--- src/rtl/keylock_pkg.sv ---
// Shared types and the key-gate function for the key-gated pipeline lock.
package keylock_pkg;

    // Lock controller states: no key, key being shifted in, key held.
    typedef enum logic [1:0] {
        LOCKED = 2'd0,
        LOAD   = 2'd1,
        ARMED  = 2'd2
    } lock_state_e;

    // Widest data word gate_apply can handle; callers zero-extend into it.
    localparam int GATE_MAX_W = 64;

    // Bit i of the result is data[i] ^ key[i % key_w] ^ pol[i % key_w].
    // A pol bit of 1 turns that key bit's XOR gate into an XNOR gate.
    function automatic logic [GATE_MAX_W-1:0] gate_apply(
        input logic [GATE_MAX_W-1:0] data,
        input logic [GATE_MAX_W-1:0] key,
        input logic [GATE_MAX_W-1:0] pol,
        input int                    key_w
    );
        logic [GATE_MAX_W-1:0] res;
        res = '0;
        for (int i = 0; i < GATE_MAX_W; i++) begin
            res[i] = data[i] ^ key[i % key_w] ^ pol[i % key_w];
        end
        return res;
    endfunction

endpackage

--- src/rtl/keygate_pipe_lock_if.sv ---
// Key-load port and data stream handshakes of the key-gated pipeline lock.
interface keygate_pipe_lock_if #(
    parameter int DATA_W = 32,
    parameter int LOAD_W = 1
);
    logic              key_start;
    logic              key_valid;
    logic              key_ready;
    logic [LOAD_W-1:0] key_data;
    logic              key_armed;
    logic              in_valid;
    logic              in_ready;
    logic [DATA_W-1:0] in_data;
    logic              out_valid;
    logic              out_ready;
    logic [DATA_W-1:0] out_data;

    // Source / consumer side.
    modport master (
        output key_start, key_valid, key_data, in_valid, in_data, out_ready,
        input  key_ready, key_armed, in_ready, out_valid, out_data
    );

    // Lock block side.
    modport slave (
        input  key_start, key_valid, key_data, in_valid, in_data, out_ready,
        output key_ready, key_armed, in_ready, out_valid, out_data
    );
endinterface

--- src/rtl/keylock_pipe_stage.sv ---
// One elastic register slot: takes a new word whenever it is empty or its
// word is being taken downstream in the same cycle, so bubbles collapse.
module keylock_pipe_stage #(
    parameter int W = 32
) (
    input  logic         clk,
    input  logic         rst,
    input  logic         in_valid,
    output logic         in_ready,
    input  logic [W-1:0] in_data,
    output logic         out_valid,
    input  logic         out_ready,
    output logic [W-1:0] out_data
);
    logic         valid_q, valid_d;
    logic [W-1:0] data_q, data_d;

    assign in_ready  = !valid_q || out_ready;
    assign out_valid = valid_q;
    assign out_data  = data_q;

    // Next slot contents: load on advance, otherwise hold (data stays steady).
    always_comb begin
        // NOTE: defaults assigned first so every path drives every output; no latch inferred.
        valid_d = valid_q;
        data_d  = data_q;
        if (in_ready) begin
            valid_d = in_valid;
            if (in_valid) begin
                data_d = in_data;
            end
        end
    end

    // Slot register with synchronous reset.
    always_ff @(posedge clk) begin
        // NOTE: non-blocking assignments so all flops sample pre-edge values together.
        if (rst) begin
            valid_q <= 1'b0;
            data_q  <= '0;
        end else begin
            valid_q <= valid_d;
            data_q  <= data_d;
        end
    end
endmodule

--- src/rtl/keygate_pipe_lock.sv ---
// Key-gated pipeline lock: shifts a key in over a valid/ready port, then
// streams data through an XOR/XNOR gate stage followed by plain register stages.
module keygate_pipe_lock
    import keylock_pkg::*;
#(
    parameter int               DATA_W  = 32,
    parameter int               KEY_W   = 32,
    parameter int               LOAD_W  = 1,
    parameter logic [KEY_W-1:0] KEY_POL = '0,
    parameter int               STAGES  = 2
) (
    input logic               clk,
    input logic               rst,
    keygate_pipe_lock_if.slave bus
);
    localparam int                    BEATS     = KEY_W / LOAD_W;
    localparam int                    CNT_W     = $clog2(BEATS + 1);
    localparam logic [CNT_W-1:0]      LAST_BEAT = CNT_W'(BEATS - 1);
    localparam logic [GATE_MAX_W-1:0] POL_EXT   = GATE_MAX_W'(KEY_POL);

    lock_state_e      state_q, state_d;
    logic [KEY_W-1:0] key_q, key_d;
    logic [CNT_W-1:0] cnt_q, cnt_d;
    logic             key_ready_q, key_ready_d;
    logic             key_armed_q, key_armed_d;

    // Stage chain: index 0 is the gated input, index STAGES the output.
    logic [STAGES:0]  stg_valid;
    logic [STAGES:0]  stg_ready;
    logic [DATA_W-1:0] stg_data [STAGES+1];
    logic             pipe_empty;

    assign pipe_empty = (stg_valid[STAGES:1] == '0);

    // Lock FSM and key shifter next-state; key_start wins over a same-cycle beat.
    always_comb begin
        state_d = state_q;
        key_d   = key_q;
        cnt_d   = cnt_q;
        unique case (state_q)
            LOCKED: begin
                if (bus.key_start) begin
                    state_d = LOAD;
                    key_d   = '0;
                    cnt_d   = '0;
                end
            end
            LOAD: begin
                if (bus.key_start) begin
                    key_d = '0;
                    cnt_d = '0;
                end else if (bus.key_valid) begin
                    key_d = (key_q << LOAD_W) | KEY_W'(bus.key_data);
                    if (cnt_q == LAST_BEAT) begin
                        state_d = ARMED;
                        cnt_d   = '0;
                    end else begin
                        cnt_d = cnt_q + CNT_W'(1);
                    end
                end
            end
            ARMED: begin
                // Re-keying only on a drained pipeline; otherwise the caller retries.
                if (bus.key_start && pipe_empty) begin
                    state_d = LOAD;
                    key_d   = '0;
                    cnt_d   = '0;
                end
            end
            default: state_d = LOCKED;
        endcase
        key_ready_d = (state_d == LOAD);
        key_armed_d = (state_d == ARMED);
    end

    // Lock state, key, beat counter and registered status outputs.
    always_ff @(posedge clk) begin
        if (rst) begin
            state_q     <= LOCKED;
            key_q       <= '0;
            cnt_q       <= '0;
            key_ready_q <= 1'b0;
            key_armed_q <= 1'b0;
        end else begin
            state_q     <= state_d;
            key_q       <= key_d;
            cnt_q       <= cnt_d;
            key_ready_q <= key_ready_d;
            key_armed_q <= key_armed_d;
        end
    end

    assign bus.key_ready = key_ready_q;
    assign bus.key_armed = key_armed_q;

    // Gate is applied on the way into stage 1 using the held key.
    assign stg_valid[0] = bus.in_valid && key_armed_q;
    assign stg_data[0]  = DATA_W'(gate_apply(GATE_MAX_W'(bus.in_data),
                                             GATE_MAX_W'(key_q), POL_EXT, KEY_W));
    // Masked during reset so no handshake completes in the reset cycle.
    assign bus.in_ready = key_armed_q && stg_ready[0] && !rst;

    for (genvar s = 0; s < STAGES; s++) begin : g_stage
        keylock_pipe_stage #(.W(DATA_W)) u_stage (
            .clk       (clk),
            .rst       (rst),
            .in_valid  (stg_valid[s]),
            .in_ready  (stg_ready[s]),
            .in_data   (stg_data[s]),
            .out_valid (stg_valid[s+1]),
            .out_ready (stg_ready[s+1]),
            .out_data  (stg_data[s+1])
        );
    end

    assign stg_ready[STAGES] = bus.out_ready;
    assign bus.out_valid     = stg_valid[STAGES] && !rst;
    assign bus.out_data      = stg_data[STAGES];
endmodule

--- src/flat_wrapper.sv ---
// flat-port wrapper written by rule: the top's interface ports become plain ports
module keygate_pipe_lock_flat import keylock_pkg::*;
#(
    parameter int               DATA_W  = 32,
    parameter int               KEY_W   = 32,
    parameter int               LOAD_W  = 1,
    parameter logic [KEY_W-1:0] KEY_POL = '0,
    parameter int               STAGES  = 2
)
  (clk, rst, bus_key_start, bus_key_valid, bus_key_data, bus_in_valid, bus_in_data, bus_out_ready, bus_key_ready, bus_key_armed, bus_in_ready, bus_out_valid, bus_out_data);
  keygate_pipe_lock_if #(.DATA_W(DATA_W), .LOAD_W(LOAD_W)) bus_i ();
  input logic clk;
  input logic rst;
  input wire logic [$bits(bus_i.key_start)-1:0] bus_key_start;
  input wire logic [$bits(bus_i.key_valid)-1:0] bus_key_valid;
  input wire logic [$bits(bus_i.key_data)-1:0] bus_key_data;
  input wire logic [$bits(bus_i.in_valid)-1:0] bus_in_valid;
  input wire logic [$bits(bus_i.in_data)-1:0] bus_in_data;
  input wire logic [$bits(bus_i.out_ready)-1:0] bus_out_ready;
  output wire logic [$bits(bus_i.key_ready)-1:0] bus_key_ready;
  output wire logic [$bits(bus_i.key_armed)-1:0] bus_key_armed;
  output wire logic [$bits(bus_i.in_ready)-1:0] bus_in_ready;
  output wire logic [$bits(bus_i.out_valid)-1:0] bus_out_valid;
  output wire logic [$bits(bus_i.out_data)-1:0] bus_out_data;
  assign bus_i.key_start = bus_key_start;
  assign bus_i.key_valid = bus_key_valid;
  assign bus_i.key_data = bus_key_data;
  assign bus_i.in_valid = bus_in_valid;
  assign bus_i.in_data = bus_in_data;
  assign bus_i.out_ready = bus_out_ready;
  assign bus_key_ready = bus_i.key_ready;
  assign bus_key_armed = bus_i.key_armed;
  assign bus_in_ready = bus_i.in_ready;
  assign bus_out_valid = bus_i.out_valid;
  assign bus_out_data = bus_i.out_data;
  keygate_pipe_lock #(.DATA_W(DATA_W), .KEY_W(KEY_W), .LOAD_W(LOAD_W), .KEY_POL(KEY_POL), .STAGES(STAGES)) u_core (.clk(clk), .rst(rst), .bus(bus_i));
endmodule
--- config.mk ---
export PLATFORM = sky130hd
export DESIGN_NAME = keygate_pipe_lock_flat
export DESIGN_NICKNAME = d
export VERILOG_FILES = /design/src/rtl/keylock_pkg.sv /design/src/rtl/keygate_pipe_lock_if.sv /design/src/rtl/keylock_pipe_stage.sv /design/src/rtl/keygate_pipe_lock.sv /design/src/flat_wrapper.sv
export SDC_FILE = /design/constraint.sdc
export NUM_CORES = 1
export LEC_CHECK = 0
export BUFFER_PORTS_ARGS = -buffer_cell sky130_fd_sc_hd__buf_2
export CORE_ASPECT_RATIO = 0.75
export CORE_MARGIN = 5
export CORE_UTILIZATION = 51
export CTS_CLUSTER_DIAMETER = 40
export DETAILED_ROUTE_END_ITERATION = 10
export PLACE_DENSITY_LB_ADDON = 0.15
export SYNTH_ARGS = -nofsm -noshare
export SYNTH_HDL_FRONTEND = slang
export SYNTH_SLANG_ARGS = --single-unit
export TNS_END_PERCENT = 20
--- constraint.sdc ---
create_clock -name clk -period 4.15 [get_ports clk]
set_input_delay 0.2075 -clock clk [delete_from_list [all_inputs] [get_ports clk]]
set_output_delay 0.2075 -clock clk [all_outputs]
set_load 0.01 [all_outputs]
==> results.json, run 1 <==
{
  "synth_seq_area_share_pct": 51.7,
  "antenna_found_initial": 0,
  "arrival_ns": 2.19,
  "cts_sinks": 108,
  "report.power.total_mw": 1.79,
  "fmax_mhz": 527,
  "crit_fanout": 64,
  "syn_nets": 530,
  "yosys.area.top_type": "dfxtp_1",
  "max-vdd-ir-drop_uv": 233,
  "setup_viol": 0,
  "cp-end-kind": "flip-flop",
  "cts_tree": "done",
  "hold_viol_final": 0,
  "clockBufferDepth": 2,
  "die_area_um2": 10100,
  "synth_edf_count": 0,
  "fin_nets": 581,
  "wl_per_cell_um": 13.6,
  "postCtsSetupRepairBufs": 0,
  "syn2layout_area_growth_pct": 13.7,
  "cellLeakagePower_nw": 1.63,
  "slew_headroom_pct": 23.4,
  "ys.flop_type": "dfxtp_1",
  "dieHeight_um": 88.4,
  "vias": 3370,
  "hold_buffers": 0,
  "overflow": 0,
  "initial_core_util_pct": 52.5,
  "clock-root-buffer": "clkbuf_8",
  "syn_inst": 490,
  "portBuffers": 74,
  "fin_crit_ns": 1.90,
  "period_share_pct": 45.7,
  "worst_pin_slew_ns": 1.15,
  "hpwl_um": 5940,
  "grt_usage_pct": 18.1,
  "synth_area_per_cell_um2": 8.53,
  "synth_warnings": 0,
  "async_flop_share_pct": 0,
  "crit_type": "reg2reg",
  "grt_pass1_vias": 3093,
  "power_density_nw_per_um2": 377,
  "finClkSkew_ns": 0.00809,
  "antennaDiodeCount": 0,
  "fp.coreArea_um2": 7950,
  "synth-seq-cells": 108,
  "status": "finished, final reports clean",
  "layout_setup_ws_ns": 2.25,
  "yosysMostFrequentCell": "dfxtp_1",
  "initialDrtViolationCount": 207,
  "worstHoldPathType": "in2reg",
  "clk_latency_ns": 0.37,
  "totalWireLength_um": 8870,
  "tns_ns": 0,
  "drc_errors": 0,
  "final_max_slew_viol_count": 0,
  "ant_nets": 0,
  "path_cells": "nand3b_1, and3_2, nor2_1, a211oi_1",
  "crit_slowest_cell": "and3_2",
  "netlist_area_um2": 4180,
  "path_clk_slew_ns": 0.10,
  "firstDrtPassIters": 4,
  "synthTopCellsByArea": "dfxtp_1 (52%), nand2_1 (9.2%), a21oi_1 (9.0%)",
  "cts_max_level": 3,
  "place_ws_ns": 2.26,
  "critical-path-max-stage-delay_ns": 0.92,
  "rows": 28,
  "worstSetupStartpointType": "flip-flop",
  "via_per_inst": 5.18,
  "yosys-top-cells-count": "dfxtp_1 (108), nand2_1 (102), a21oi_1 (75)",
  "grt_max_degree": 111,
  "cts_resized": 0,
  "rsz0062_at_grt": "no",
  "drv_cap": 0,
  "required_ns": 4.44,
  "die_x_um": 115,
  "grt_first_pass_wirelength_um": 14600,
  "drive_gt1_share_pct": 18.5,
  "cts_buffers": 9,
  "gp_congestion": 0.759,
  "synth_top_area_share_pct": 51.7,
  "ios": 75,
  "ys_types": 30
}
per-stage QoR:
stage,area [µm²],hold slack (ns),utilization [%],std cells
floorplan,4180,0.359,-,490
global placement,4550,0.438,57.2,635
detailed placement,4550,0.446,57.2,635
CTS,4750,0.0748,59.8,651
global route,4750,0.0818,59.8,651
finish,4750,0.0878,59.8,651
layer usage:
metal / GRT usage [%] / part of all wire, %
met5: 0 / 0
met4: 4.75 / 1.1
met3: 5.67 / 6.5
met2: 27.7 / 44
met1: 24.9 / 49
cell usage in the layout, fill, tap and decap left out, types with 2 or more instances in the layout:
cell type  Yosys  routed
inv_6          0       3
a21oi_1       75      75
dfxtp_1      108     108
nor2_1        36      36
nand3_1       37      37
clkbuf_8       0       9
nor2b_1        2       2
a211oi_1      35      35
nand3b_1       2       2
buf_4          0       5
xnor2_1       33      33
nand2_1      102     102
o21ai_0        2       2
buf_2          6      73
nand4b_1       4       4
critical path, delay by kind of cell (launching register included):
kind / cells / cell delay (ns)
AND/OR/NAND/NOR: 3 / 1.18
flip-flops: 1 / 0.36
AO/OA/AOI/OAI: 1 / 0.24
power by group:
part	switching, mW	leakage [nW]	internal [mW]	total [mW]
registers	0.00170	0.870	1.04	1.04
clock network	0.370	0.107	0.290	0.660
logic	0.0575	0.653	0.0324	0.0899
total	0.430	1.63	1.36	1.79
path summary, 6_finish.rpt:
path / endpoint / slack [ns] / cells past startpoint / from
setup / recovery: u_core.g_stage[0].u_stage.out_data[1] / 2.25 / 4 / u_core.g_stage[0].u_stage.out_valid
hold / removal: u_core.g_stage[0].u_stage.out_valid / 0.09 / 3 / bus_in_valid
setup reg to reg: u_core.g_stage[0].u_stage.out_data[1] / 2.25 / 4 / u_core.g_stage[0].u_stage.out_valid
hold reg to reg: u_core.g_stage[1].u_stage.out_data[15] / 0.46 / 2 / u_core.g_stage[1].u_stage.out_data[15]
state kept, by name, indices dropped and copies added (netlist names):
register                          flops
u_core.bus.key_armed                  1
u_core.bus.key_ready                  1
u_core.cnt_q                          6
u_core.g_stage.u_stage.out_data      64
u_core.g_stage.u_stage.out_valid      2
u_core.key_q                         32
u_core.state_q                        2
kinds of logic (layout without fill, tap and decap cells):
family	after synthesis	after routing	synth area share, %
mux	1	1	0.240
xor+xnor	33	33	6.92
fa+ha+maj	1	1	0.299
flops	108	108	51.7
simple gates	193	193	20.2
compound gates	115	115	16.4
buf+inv	39	95	4.22
area by class of cell:
cell class	instances	area (µm²)
Multi-Input combinational cell	343	1850
Clock buffer	9	124
Fill cell	743	3200
Clock inverter	7	81.3
Sequential cell	108	2160
Timing Repair Buffer	78	403
Inverter	1	3.75
Tap cell	105	131
Note: power is estimated with default switching activity, not from simulation.
==> run 2: changes to the inputs <==
--- a/config.mk
+++ b/config.mk
@@ -8,7 +8,7 @@
 export BUFFER_PORTS_ARGS = -buffer_cell sky130_fd_sc_hd__buf_2
 export CORE_ASPECT_RATIO = 0.75
 export CORE_MARGIN = 5
-export CORE_UTILIZATION = 51
+export CORE_UTILIZATION = 50
 export CTS_CLUSTER_DIAMETER = 40
 export DETAILED_ROUTE_END_ITERATION = 10
 export PLACE_DENSITY_LB_ADDON = 0.15
==> constraint.sdc (replaced) <==
create_clock -name clk -period 1.7 [get_ports clk]
set_input_delay 0.085 -clock clk [delete_from_list [all_inputs] [get_ports clk]]
set_output_delay 0.085 -clock clk [all_outputs]
set_load 0.01 [all_outputs]
==> run 2 against run 1 <==
  * Global-route usage is 0.59 points higher
  * Die area grew 1.8%
  * Routed wire length rose by 2.1%
  * Utilization is 2.6 points higher
  * Fmax is 18% higher
  * Sequential share of layout area is 2.3 points lower
  * Final area rose by 5.3%
  * Critical path depth did not move
  * Sequential power increased by 140%
  * Final cell count rose by 3.2%
  * Non-clock buffer count is 21 higher
  * Largest power group unchanged
==> results.json, run 2 (synthesized netlist as in run 1, its figures left out) <==
{
  "status": "finished, final reports clean",
  "cellLeakagePower_nw": 1.74,
  "fin_hold_ws_ns": 0.0198,
  "cts_buffers": 9,
  "period_share_pct": 94.7,
  "rsz0062_at_grt": "no",
  "syn2layout_area_growth_pct": 19.8,
  "crit_family": "simple AND/OR/NAND/NOR gates",
  "antennaDiodeCount": 0,
  "hold_viol_final": 0,
  "clockBufferDepth": 2,
  "worst_pin_slew_ns": 0.442,
  "final_common_cell": "dfxtp_1",
  "crit_slowest_cell": "or4b_4",
  "finClkSkew_ns": 0.0109,
  "cts_sinks": 108,
  "grt_max_degree": 65,
  "grt_first_pass_wirelength_um": 15300,
  "tns_ns": 0,
  "crit_type": "reg2reg",
  "path_buf_inv": 0,
  "overflow": 0,
  "path_clk_slew_ns": 0.10,
  "final_max_slew_viol_count": 0,
  "die_x_um": 116,
  "initialDrtViolationCount": 223,
  "hpwl_um": 6060,
  "antenna_found_initial": 0,
  "required_ns": 1.94,
  "critical-path-max-stage-delay_ns": 0.55,
  "grt_pass1_vias": 3240,
  "setup_viol": 0,
  "drv_cap": 0,
  "fmax_mhz": 621,
  "ant_nets": 0,
  "worstSetupStartpointType": "flip-flop",
  "arrival_ns": 1.85,
  "final_area_um2": 5010,
  "fp.coreArea_um2": 8020,
  "cts_max_level": 3,
  "report.power.total_mw": 4.25,
  "layoutNonFillerInstCount": 672,
  "dieHeight_um": 89.2,
  "crit_fanout": 6,
  "ios": 75,
  "portBuffers": 74,
  "fin_crit_ns": 1.61,
  "worstHoldPathType": "in2reg",
  "path_cells": "or4b_4, o21a_1, a21oi_1, nor4_2",
  "largest_reg_flops": 64,
  "place_area_um2": 4690,
  "dp_cells": 644,
  "clock-root-buffer": "clkbuf_8",
  "cp-end-kind": "flip-flop",
  "gp_congestion": 0.817,
  "slew_headroom_pct": 70.5,
  "initial_core_util_pct": 52.1,
  "postCtsSetupRepairBufs": 0,
  "grt_usage_pct": 18.7,
  "vias": 3418,
  "fin_nets": 602,
  "totalWireLength_um": 9060,
  "max-vdd-ir-drop_uv": 447,
  "via_per_inst": 5.09,
  "power_density_nw_per_um2": 849,
  "drive_gt1_share_pct": 19.6,
  "rows": 28,
  "drc_errors": 0,
  "wl_per_cell_um": 13.5,
  "most-common-layout-cells": "dfxtp_1 (108), nand2_1 (102), a21oi_1 (75), buf_2 (73), nand3_1 (37)",
  "clk_latency_ns": 0.36,
  "firstDrtPassIters": 5,
  "cts_tree": "done",
  "die_area_um2": 10300
}
## run 2: cell count changes in the layout (fill, tap and decap cells not counted), moves of 2 or more
cell,previous run,this run
a211oi_2,0,2
inv_6,3,1
buf_12,0,6
dlygate4sd3_1,0,12
a211oi_1,35,33
buf_4,5,8
## run 2: repair_timing
| item | CTS | global route |
|---|---|---|
| endpoints found under the setup margin | 0 | 3 |
| hold endpoints to repair | 12 | 0 |
| hold buffers | 12 | 0 |
| gates resized for setup | 0 | 2 |
## run 2: path summary, 6_finish.rpt
path,cells past startpoint,endpoint,slack [ns],from
worst min register to register,2,u_core.g_stage[1].u_stage.out_data[28],0.46,u_core.g_stage[1].u_stage.out_data[28]
worst min-delay path,3,u_core.g_stage[0].u_stage.out_data[10],0.02,bus_in_data[10]
worst max register to register,4,u_core.cnt_q[5],0.09,u_core.state_q[0]
worst max-delay path,4,u_core.cnt_q[5],0.09,u_core.state_q[0]
## run 2: metrics by stage
| step | util [%] | setup slack (ns) |
|---|---|---|
| 2_1_floorplan | - | 0.130 |
| 3_3_place_gp | 58.5 | 0.154 |
| 3_5_place_dp | 58.5 | 0.133 |
| 4_1_cts | 62.3 | 0.110 |
| 5_1_grt | 62.4 | 0.0126 |
| 6_report | 62.4 | 0.0904 |
## run 2: layer usage
metal,wire length (µm),up-vias,track usage (%)
met5,0,-,0
met2,4100,66,29.1
li1,-,1813,-
met4,29,0,4.90
met3,473,2,5.48
met1,4460,1537,25.6
## run 2: worst reg2reg max path, cell delays in order (launching register included)
cell,delay (ns)
dfxtp_1,0.37
or4b_4,0.55
o21a_1,0.22
a21oi_1,0.27
nor4_2,0.08
## run 2: area by class of cell
cell class | count | area [µm²]
Fill cell | 722 | 3020
Sequential cell | 108 | 2160
Multi-Input combinational cell | 343 | 1860
Timing Repair Buffer | 99 | 666
Clock buffer | 11 | 141
Tap cell | 105 | 131
Clock inverter | 5 | 45.0
Inverter | 1 | 3.75
## run 2: report_power, final
part	internal, mW	switching, mW
registers	2.53	0.00442
clock network	0.595	0.849
logic	0.118	0.150
